### config.mk
export PLATFORM = sky130hd
export DESIGN_NAME = fetch_queue_top
export DESIGN_NICKNAME = d
export VERILOG_FILES = /design/src/rtl/fetch_queue_top.sv
export SDC_FILE = /design/constraint.sdc
export NUM_CORES = 1
export LEC_CHECK = 0
export ABC_AREA = 1
export ABC_CLOCK_PERIOD_IN_PS = 5300
export CAP_MARGIN = 20
export CORE_MARGIN = 3
export CORE_UTILIZATION = 45
export DETAILED_ROUTE_END_ITERATION = 8
export PLACE_DENSITY = 0.65
export SLEW_MARGIN = 0
export SYNTH_ARGS = -nofsm -noshare
export SYNTH_HDL_FRONTEND = slang
export SYNTH_SLANG_ARGS = --single-unit
### constraint.sdc
create_clock -name clk -period 5.3 [get_ports clk]
set_input_delay 0.795 -clock clk [delete_from_list [all_inputs] [get_ports clk]]
set_output_delay 0.795 -clock clk [all_outputs]
set_load 0.05 [all_outputs]
### src/rtl/fetch_queue_top.sv
// fetch_queue_top
//   Fetch front end with a DEPTH-entry prefetch queue. It generates the fetch
//   PC and captures the instruction-memory read data together with PC and
//   PC+4. The oldest entry is presented to decode over a valid/ready
//   handshake. An execute-stage redirect flushes the queue and reloads the PC.
//
// Ports
//   clk        clock, rising edge
//   rst        asynchronous active-low reset
//   en_fetch   fetch enable; 0 holds the PC and blocks pushes
//   PCF        fetch PC to instruction memory
//   InstrF     instruction-memory read data for PCF (same cycle)
//   RedirectE  taken branch/jump from execute
//   TargetE    redirect target (low two bits forced to zero)
//   InstrD     head instruction (NOP_INSTR while empty)
//   PCD        head PC (last popped PC while empty)
//   PCPlus4D   head PC+4 (last popped PC+4 while empty)
//   ValidD     head entry valid
//   ReadyD     decode accepts the head
//   Count      queue occupancy
//   Full       Count == DEPTH
//   Empty      Count == 0
module fetch_queue_top #(
  parameter int               WIDTH     = 32,
  parameter int               DEPTH     = 4,
  parameter logic [WIDTH-1:0] RESET_PC  = 32'h0000_0000,
  parameter logic [WIDTH-1:0] NOP_INSTR = 32'h0000_0013
) (
  input  logic                       clk,
  input  logic                       rst,
  input  logic                       en_fetch,
  output logic [WIDTH-1:0]           PCF,
  input  logic [WIDTH-1:0]           InstrF,
  input  logic                       RedirectE,
  input  logic [WIDTH-1:0]           TargetE,
  output logic [WIDTH-1:0]           InstrD,
  output logic [WIDTH-1:0]           PCD,
  output logic [WIDTH-1:0]           PCPlus4D,
  output logic                       ValidD,
  input  logic                       ReadyD,
  output logic [$clog2(DEPTH+1)-1:0] Count,
  output logic                       Full,
  output logic                       Empty
);

  localparam int CW = $clog2(DEPTH+1);
  localparam int PW = $clog2(DEPTH);

  logic [WIDTH-1:0] r_q_instr [DEPTH];
  logic [WIDTH-1:0] r_q_pc    [DEPTH];
  logic [WIDTH-1:0] r_q_pcp4  [DEPTH];

  logic [WIDTH-1:0] r_pc;
  logic [CW-1:0]    r_count;
  logic [PW-1:0]    r_wptr;
  logic [PW-1:0]    r_rptr;
  // Last popped entry, shown on PCD/PCPlus4D while the queue is empty. The
  // slot at the read pointer is not usable for this after a flush.
  logic [WIDTH-1:0] r_last_pc;
  logic [WIDTH-1:0] r_last_pcp4;

  logic             w_empty;
  logic             w_full;
  logic             w_pop;
  logic             w_push;
  logic [WIDTH-1:0] w_pc_plus4;

  assign w_empty    = (r_count == '0);
  assign w_full     = (r_count == CW'(DEPTH));
  assign w_pop      = ~w_empty & ReadyD;
  // When full, a simultaneous pop frees the slot on this same edge.
  assign w_push     = en_fetch & ~RedirectE & (~w_full | w_pop);
  assign w_pc_plus4 = r_pc + WIDTH'(4);

  always_ff @(posedge clk or negedge rst) begin
    if (!rst) begin
      r_pc        <= RESET_PC;
      r_count     <= '0;
      r_wptr      <= '0;
      r_rptr      <= '0;
      r_last_pc   <= '0;
      r_last_pcp4 <= '0;
    end else if (RedirectE) begin
      // Flush wins over any push or pop in the same cycle.
      r_pc    <= {TargetE[WIDTH-1:2], 2'b00};
      r_count <= '0;
      r_wptr  <= '0;
      r_rptr  <= '0;
    end else begin
      if (w_push) begin
        r_wptr <= r_wptr + PW'(1);
        r_pc   <= w_pc_plus4;
      end
      if (w_pop) begin
        r_rptr      <= r_rptr + PW'(1);
        r_last_pc   <= r_q_pc[r_rptr];
        r_last_pcp4 <= r_q_pcp4[r_rptr];
      end
      if (w_push && !w_pop)
        r_count <= r_count + CW'(1);
      else if (w_pop && !w_push)
        r_count <= r_count - CW'(1);
    end
  end

  always_ff @(posedge clk) begin
    if (w_push) begin
      r_q_instr[r_wptr] <= InstrF;
      r_q_pc[r_wptr]    <= r_pc;
      r_q_pcp4[r_wptr]  <= w_pc_plus4;
    end
  end

  assign PCF      = r_pc;
  assign Count    = r_count;
  assign Full     = w_full;
  assign Empty    = w_empty;
  assign ValidD   = ~w_empty;
  assign InstrD   = w_empty ? NOP_INSTR   : r_q_instr[r_rptr];
  assign PCD      = w_empty ? r_last_pc   : r_q_pc[r_rptr];
  assign PCPlus4D = w_empty ? r_last_pcp4 : r_q_pcp4[r_rptr];

endmodule

==> flow_summary.json, run 1 <==
{
  "synth_xor_xnor_area_share_pct": 0.676,
  "root_buffer": "clkbuf_16",
  "hold_viol": 0,
  "rrSetupSlack_ns": 2.19,
  "postCtsSetupBuffers": 0,
  "htreeDepth": 2,
  "grt_overflow": 0,
  "ir_worst_vdd_mv": 0.615,
  "synth_top_family_by_area": "simple AND/OR/NAND/NOR gates",
  "post-synth-top-area-cell": "edfxtp_1",
  "numClockSinks": 465,
  "portBuffers": 194,
  "syn_to_final_growth_pct": 20.3,
  "rr_worst_depth": 13,
  "final_common_cell": "edfxtp_1",
  "synth_cell_types": 28,
  "seq_area_frac_synth_pct": 69.4,
  "worstSetupPathType": "reg2out",
  "setup_violations": 0,
  "end_kind": "output pin",
  "cp-start-kind": "flip-flop",
  "netlist.area_leader.share_pct": 56.9,
  "synth-edff-count": 368,
  "crit_start": "r_rptr[1]$_DFFE_PN0P_",
  "cts_tree": "yes",
  "dp_hpwl_mm": 27.8,
  "synth_ff_type": "edfxtp_1",
  "timing.rr.start": "Count[2]$_DFFE_PN0P_",
  "critPathRequiredTime_ns": 4.51,
  "grt_start_max_net_pins": 186,
  "final_max_slew_viol_count": 0,
  "rsz0062_at_grt": "false",
  "p_leak_uw": 0.00862,
  "ant_nets": 0,
  "synth_compound_area_share_pct": 11.3,
  "fillers": 3622,
  "tightest_slew_ns": 1.09,
  "cts_resized": 0,
  "place_congestion": 0.882,
  "ctsLongestPathBuffers": 3,
  "status": "finished clean",
  "async_flop_share_pct": 20.9,
  "synthCells": 1797,
  "vias": 13514,
  "die_h_um": 214,
  "wl_per_cell_um": 18.4,
  "placement_rows": 75,
  "hold_class": "in2async",
  "postCtsHoldBufs": 0,
  "grt_util_all_layers_pct": 20.6,
  "antenna_found_initial": 1,
  "cts_buffers": 47,
  "utilization_pct": 55.2,
  "crit_fanout": 56,
  "rr_endpoint": "Count[2]$_DFFE_PN0P_",
  "yosys_warnings": 0,
  "core_mm2": 0.0423,
  "die_area_mm2": 0.0457,
  "clock_skew_ns": 0.0280,
  "most-common-layout-cells": "edfxtp_1 (368), nand2_1 (312), o21ai_0 (304), nor2_1 (293), clkdlybuf4s50_1 (193)",
  "pwr_density_cell_mw_per_mm2": 601,
  "drtPass1Iterations": 5,
  "synthMuxAreaShare_pct": 0,
  "finalCritPeriodShare_pct": 83.7,
  "drt-total-wl_mm": 47.4,
  "finalNetCount": 2035,
  "cts.clk_slew.worst_paths_ns": 0.06,
  "whs_ns": 0.345,
  "io_pins": 203,
  "synth_area_leaders": "edfxtp_1 (57%), dfrtp_1 (12%), o21ai_0 (7.8%)",
  "layout-drive-gt1-share_pct": 5.45,
  "max_cap_viol_count": 0,
  "first_iter_violations": 919,
  "ys_ff_latch": 465,
  "period_minus_slack_ns": 4.44,
  "path_cells": "buf_4, buf_4, o21ai_0, o22ai_1, nand2_1, o21ai_0, clkdlybuf4s50_1",
  "start_util_pct": 45.9,
  "fmax_ghz": 0.225,
  "max_stage_delay_ns": 0.89,
  "insertion_delay_ns": 0.57,
  "synthSimpleGateAreaFrac_pct": 13.1,
  "first_global_vias": 13019,
  "via_per_inst": 5.24,
  "syn-cell-area_mm2": 0.0194,
  "synthAdderAreaFrac_pct": 0.425,
  "drc": 0,
  "floorplan.die.width_um": 214,
  "syn-mean-instance-area_um2": 10.8,
  "slew_headroom_pct": 27.1,
  "cp.arrival_ns": 3.64,
  "grt_pass1_wl_mm": 72.7,
  "crit_slowest_cell": "clkdlybuf4s50_1"
}
==> sequential cells by signal, indices dropped and copies added (netlist names) <==
name and cells:
r_rptr 2, r_q_instr 128, r_wptr 2, r_last_pcp4 30, PCF 30, r_q_pc 120, r_last_pc 30, Count 3
r_q_pcp4 120
==> Yosys cell counts (5+ instances only) <==
library cell	n
a21oi_1	32
and2_1	5
buf_1	11
buf_2	24
buf_4	9
buf_6	7
clkbuf_1	54
dfrtp_1	97
edfxtp_1	368
ha_1	5
inv_1	127
nand2_1	312
nand3_1	33
nor2_1	298
o21ai_0	304
o21ai_1	17
o22ai_1	61
xnor2_1	6
xor2_1	9
==> how the worst max path moves through the flow <==
stage	to
2_1_floorplan	r_q_instr[0][0]$_DFFE_PP_
3_3_place_gp	PCD[12]
3_5_place_dp	InstrD[5]
4_1_cts	InstrD[5]
5_1_grt	InstrD[14]
6_report	PCPlus4D[31]
==> worst max-delay path, delay by kind of cell (launching register included) <==
kind                   cells  cell delay [ns]
AO/OA/AOI/OAI              3             0.58
buffers and inverters      3             1.98
flip-flops                 1             0.37
AND/OR/NAND/NOR            1             0.07
==> kinds of logic (layout without fill, tap and decap cells) <==
family | count (synthesis) | in the layout
AND/OR/NAND/NOR | 656 | 656
flip-flops | 465 | 465
AO/OA/AOI/OAI | 419 | 419
buffers and inverters | 235 | 432
XOR/XNOR | 15 | 15
adder cells (fa/ha/maj) | 6 | 6
other | 1 | 7
==> area by class of cell <==
type / count / area, um2 / area share [%]
Clock inverter: 16 / 170 / 0.728
Tap cell: 577 / 722 / 3.09
Multi-Input combinational cell: 1102 / 5010 / 21.4
Inverter: 130 / 490 / 2.10
Sequential cell: 465 / 13500 / 57.7
Timing Repair Buffer: 214 / 2140 / 9.16
Clock buffer: 72 / 1350 / 5.78
Antenna cell: 1 / 2.50 / 0.0107
==> where the power goes <==
| group | total, uW | internal [uW] | switching [uW] |
|---|---|---|---|
| clock | 3220 | 1870 | 1360 |
| combinational | 6150 | 1740 | 4410 |
| sequential | 4660 | 4450 | 211 |
| total | 14000 | 8060 | 5980 |
==> stage by stage <==
stage / instances / TNS, ns / power (uW) / instance area, um2 / setup WS, ns
3_5_place_dp: 2488 / 0 / 10900 / 21800 / 1.43
4_1_cts: 2576 / 0 / 14200 / 23400 / 0.815
5_1_grt: 2577 / 0 / 14800 / 23400 / 0.645
6_report: 2577 / 0 / 14000 / 23400 / 0.863
2_1_floorplan: 1802 / -102.45 / 8870 / 19400 / -0.278
3_3_place_gp: 2488 / 0 / 10900 / 21800 / 1.46
==> per-layer routing <==
metal  track usage (%)  wire length [um]
met1              28.8             20900
met2              33.8             22600
met3              3.37              2790
met4              5.42              1050
met5                 0                 0
(Power assumes the default switching activity.)
==> inputs of run 2 (changes only) <==
Settings changed: ABC_CLOCK_PERIOD_IN_PS 5300 to 3700.
Clock period 5.3 ns to 3.7 ns, I/O delays scaled along.
==> run 2 against run 1 <==
- clock power is 42% higher
- sequential power grew 44%
- total power is 49% higher
- die area unchanged
==> flow_summary.json, run 2 (synthesis gave the netlist of run 1 again) <==
{
  "most-common-layout-cells": "edfxtp_1 (368), nand2_1 (312), o21ai_0 (304), nor2_1 (293), inv_1 (126)",
  "finalNetCount": 2042,
  "placement_rows": 75,
  "die_h_um": 214,
  "crit_fanout": 62,
  "hold_viol": 0,
  "period_minus_slack_ns": 3.49,
  "cp-start-kind": "flip-flop",
  "dp_hpwl_mm": 29.0,
  "pwr_density_cell_mw_per_mm2": 885,
  "critPathRequiredTime_ns": 3.14,
  "drt-total-wl_mm": 47.7,
  "max_cap_viol_count": 0,
  "drtPass1Iterations": 5,
  "syn_to_final_growth_pct": 22.0,
  "stdcell_count": 2580,
  "insertion_delay_ns": 0.59,
  "largest_register_ffs": 128,
  "wl_per_cell_um": 18.5,
  "grt_start_max_net_pins": 121,
  "cp.arrival_ns": 2.94,
  "drc": 0,
  "vias": 13384,
  "place_congestion": 0.866,
  "grt_overflow": 0,
  "worstSetupPathType": "reg2out",
  "largest_registers": "r_q_instr: 128 flops, r_q_pc: 120 flops, r_q_pcp4: 120 flops",
  "crit_slowest_cell": "dfrtp_2",
  "grt-busiest-layer": "met2",
  "first_global_vias": 12927,
  "path_cells": "inv_2, buf_12, o21ai_0, o22ai_1, nand2_1, o21ai_1, buf_12",
  "largest-register": "r_q_instr",
  "ir_worst_vdd_mv": 0.803,
  "p_leak_uw": 0.00892,
  "start_util_pct": 45.9,
  "grt_util_all_layers_pct": 21.0,
  "core_mm2": 0.0423,
  "cts_buffers": 47,
  "io_pins": 203,
  "cts_resized": 0,
  "final_max_slew_viol_count": 0,
  "end_kind": "output pin",
  "postCtsSetupBuffers": 0,
  "grt_pass1_wl_mm": 73.0,
  "layout-drive-gt1-share_pct": 10.1,
  "rr_worst_depth": 13,
  "via_per_inst": 5.19,
  "timing.rr.start": "Count[2]$_DFFE_PN0P_",
  "fmax_ghz": 0.286,
  "dp_cells": 2495,
  "slew_headroom_pct": 33.1,
  "setup_violations": 0,
  "numClockSinks": 465,
  "hold_class": "in2async",
  "htreeDepth": 2,
  "fillers": 3566,
  "rr_endpoint": "Count[2]$_DFFE_PN0P_",
  "cts_tree": "yes",
  "max_stage_delay_ns": 0.60,
  "floorplan.die.width_um": 214,
  "final_common_cell": "edfxtp_1",
  "die_area_mm2": 0.0457,
  "status": "finished clean",
  "finalCritPeriodShare_pct": 94.4,
  "cts.clk_slew.worst_paths_ns": 0.06,
  "use_met2_pct": 34.0,
  "ant_nets": 0,
  "antenna_found_initial": 1,
  "first_iter_violations": 989,
  "grt_use_met3_pct": 3.96,
  "root_buffer": "clkbuf_16",
  "portBuffers": 194,
  "tightest_slew_ns": 1.00,
  "postCtsHoldBufs": 0,
  "rrSetupSlack_ns": 0.94,
  "ctsLongestPathBuffers": 3,
  "critPathMostFrequentCell": "buf_12",
  "use_met1_pct": 28.8,
  "clock_skew_ns": 0.0280,
  "rsz0062_at_grt": "false",
  "fin_total_pwr_uw": 21000
}
-- run 2: worst max path at each step --
stage               cells after the start                        end                  start  slack [ns]
finish                                  7                PCPlus4D[4]  r_rptr[1]$_DFFE_PN0P_        0.21
detailed placement                      4                  InstrD[4]  r_rptr[0]$_DFFE_PN0P_        0.80
global placement                        4                  InstrD[4]  r_rptr[0]$_DFFE_PN0P_        0.82
floorplan                               4  r_q_instr[0][0]$_DFFE_PP_   Count[1]$_DFFE_PN0P_       -0.14
global route                            7                PCPlus4D[2]  r_rptr[1]$_DFFE_PN0P_      0.0009
CTS                                     4                  InstrD[4]  r_rptr[0]$_DFFE_PN0P_        0.16
-- run 2: metrics by stage --
stage               utilization [%]  setup WS (ns)  setup TNS, ns  instance area [um2]  hold WS [ns]
floorplan                         -         -0.140         -51.57                19500         0.259
global placement               52.5          0.821              0                22200         0.497
detailed placement             52.5          0.805              0                22200         0.503
CTS                            56.0          0.157              0                23700         0.158
global route                   56.0       0.000850              0                23700         0.213
finish                         56.0          0.208              0                23700         0.142
-- run 2: report_power, final --
part	switching [uW]	total, uW	leakage (uW)	internal [uW]
clock	1950	4580	0.000719	2620
combinational	6530	9680	0.00367	3150
sequential	336	6710	0.00453	6380
-- run 2: worst max-delay path, delay by kind of cell (launching register included) --
family | cells | cell delay (ns)
AO/OA/AOI/OAI | 3 | 0.68
flip-flops | 1 | 0.60
buffers and inverters | 3 | 0.94
AND/OR/NAND/NOR | 1 | 0.08
-- run 2: area by class of cell --
type | count | area [um2] | area share [%]
antenna | 1 | 2.50 | 0.0106
clock buffer | 62 | 1260 | 5.33
clock inverter | 22 | 226 | 0.955
inverter | 130 | 490 | 2.07
multi-input combinational | 1102 | 5010 | 21.1
sequential | 465 | 13500 | 56.9
tap | 577 | 722 | 3.05
timing repair buffer | 221 | 2500 | 10.6
-- run 2: layer usage --
metal,share of wire (%),vias up,wire length [um]
met5,0,-,0
met3,5.8,82,2750
met2,48,335,22900
met4,2.6,0,1220
met1,44,6498,20900
li1,-,6469,-
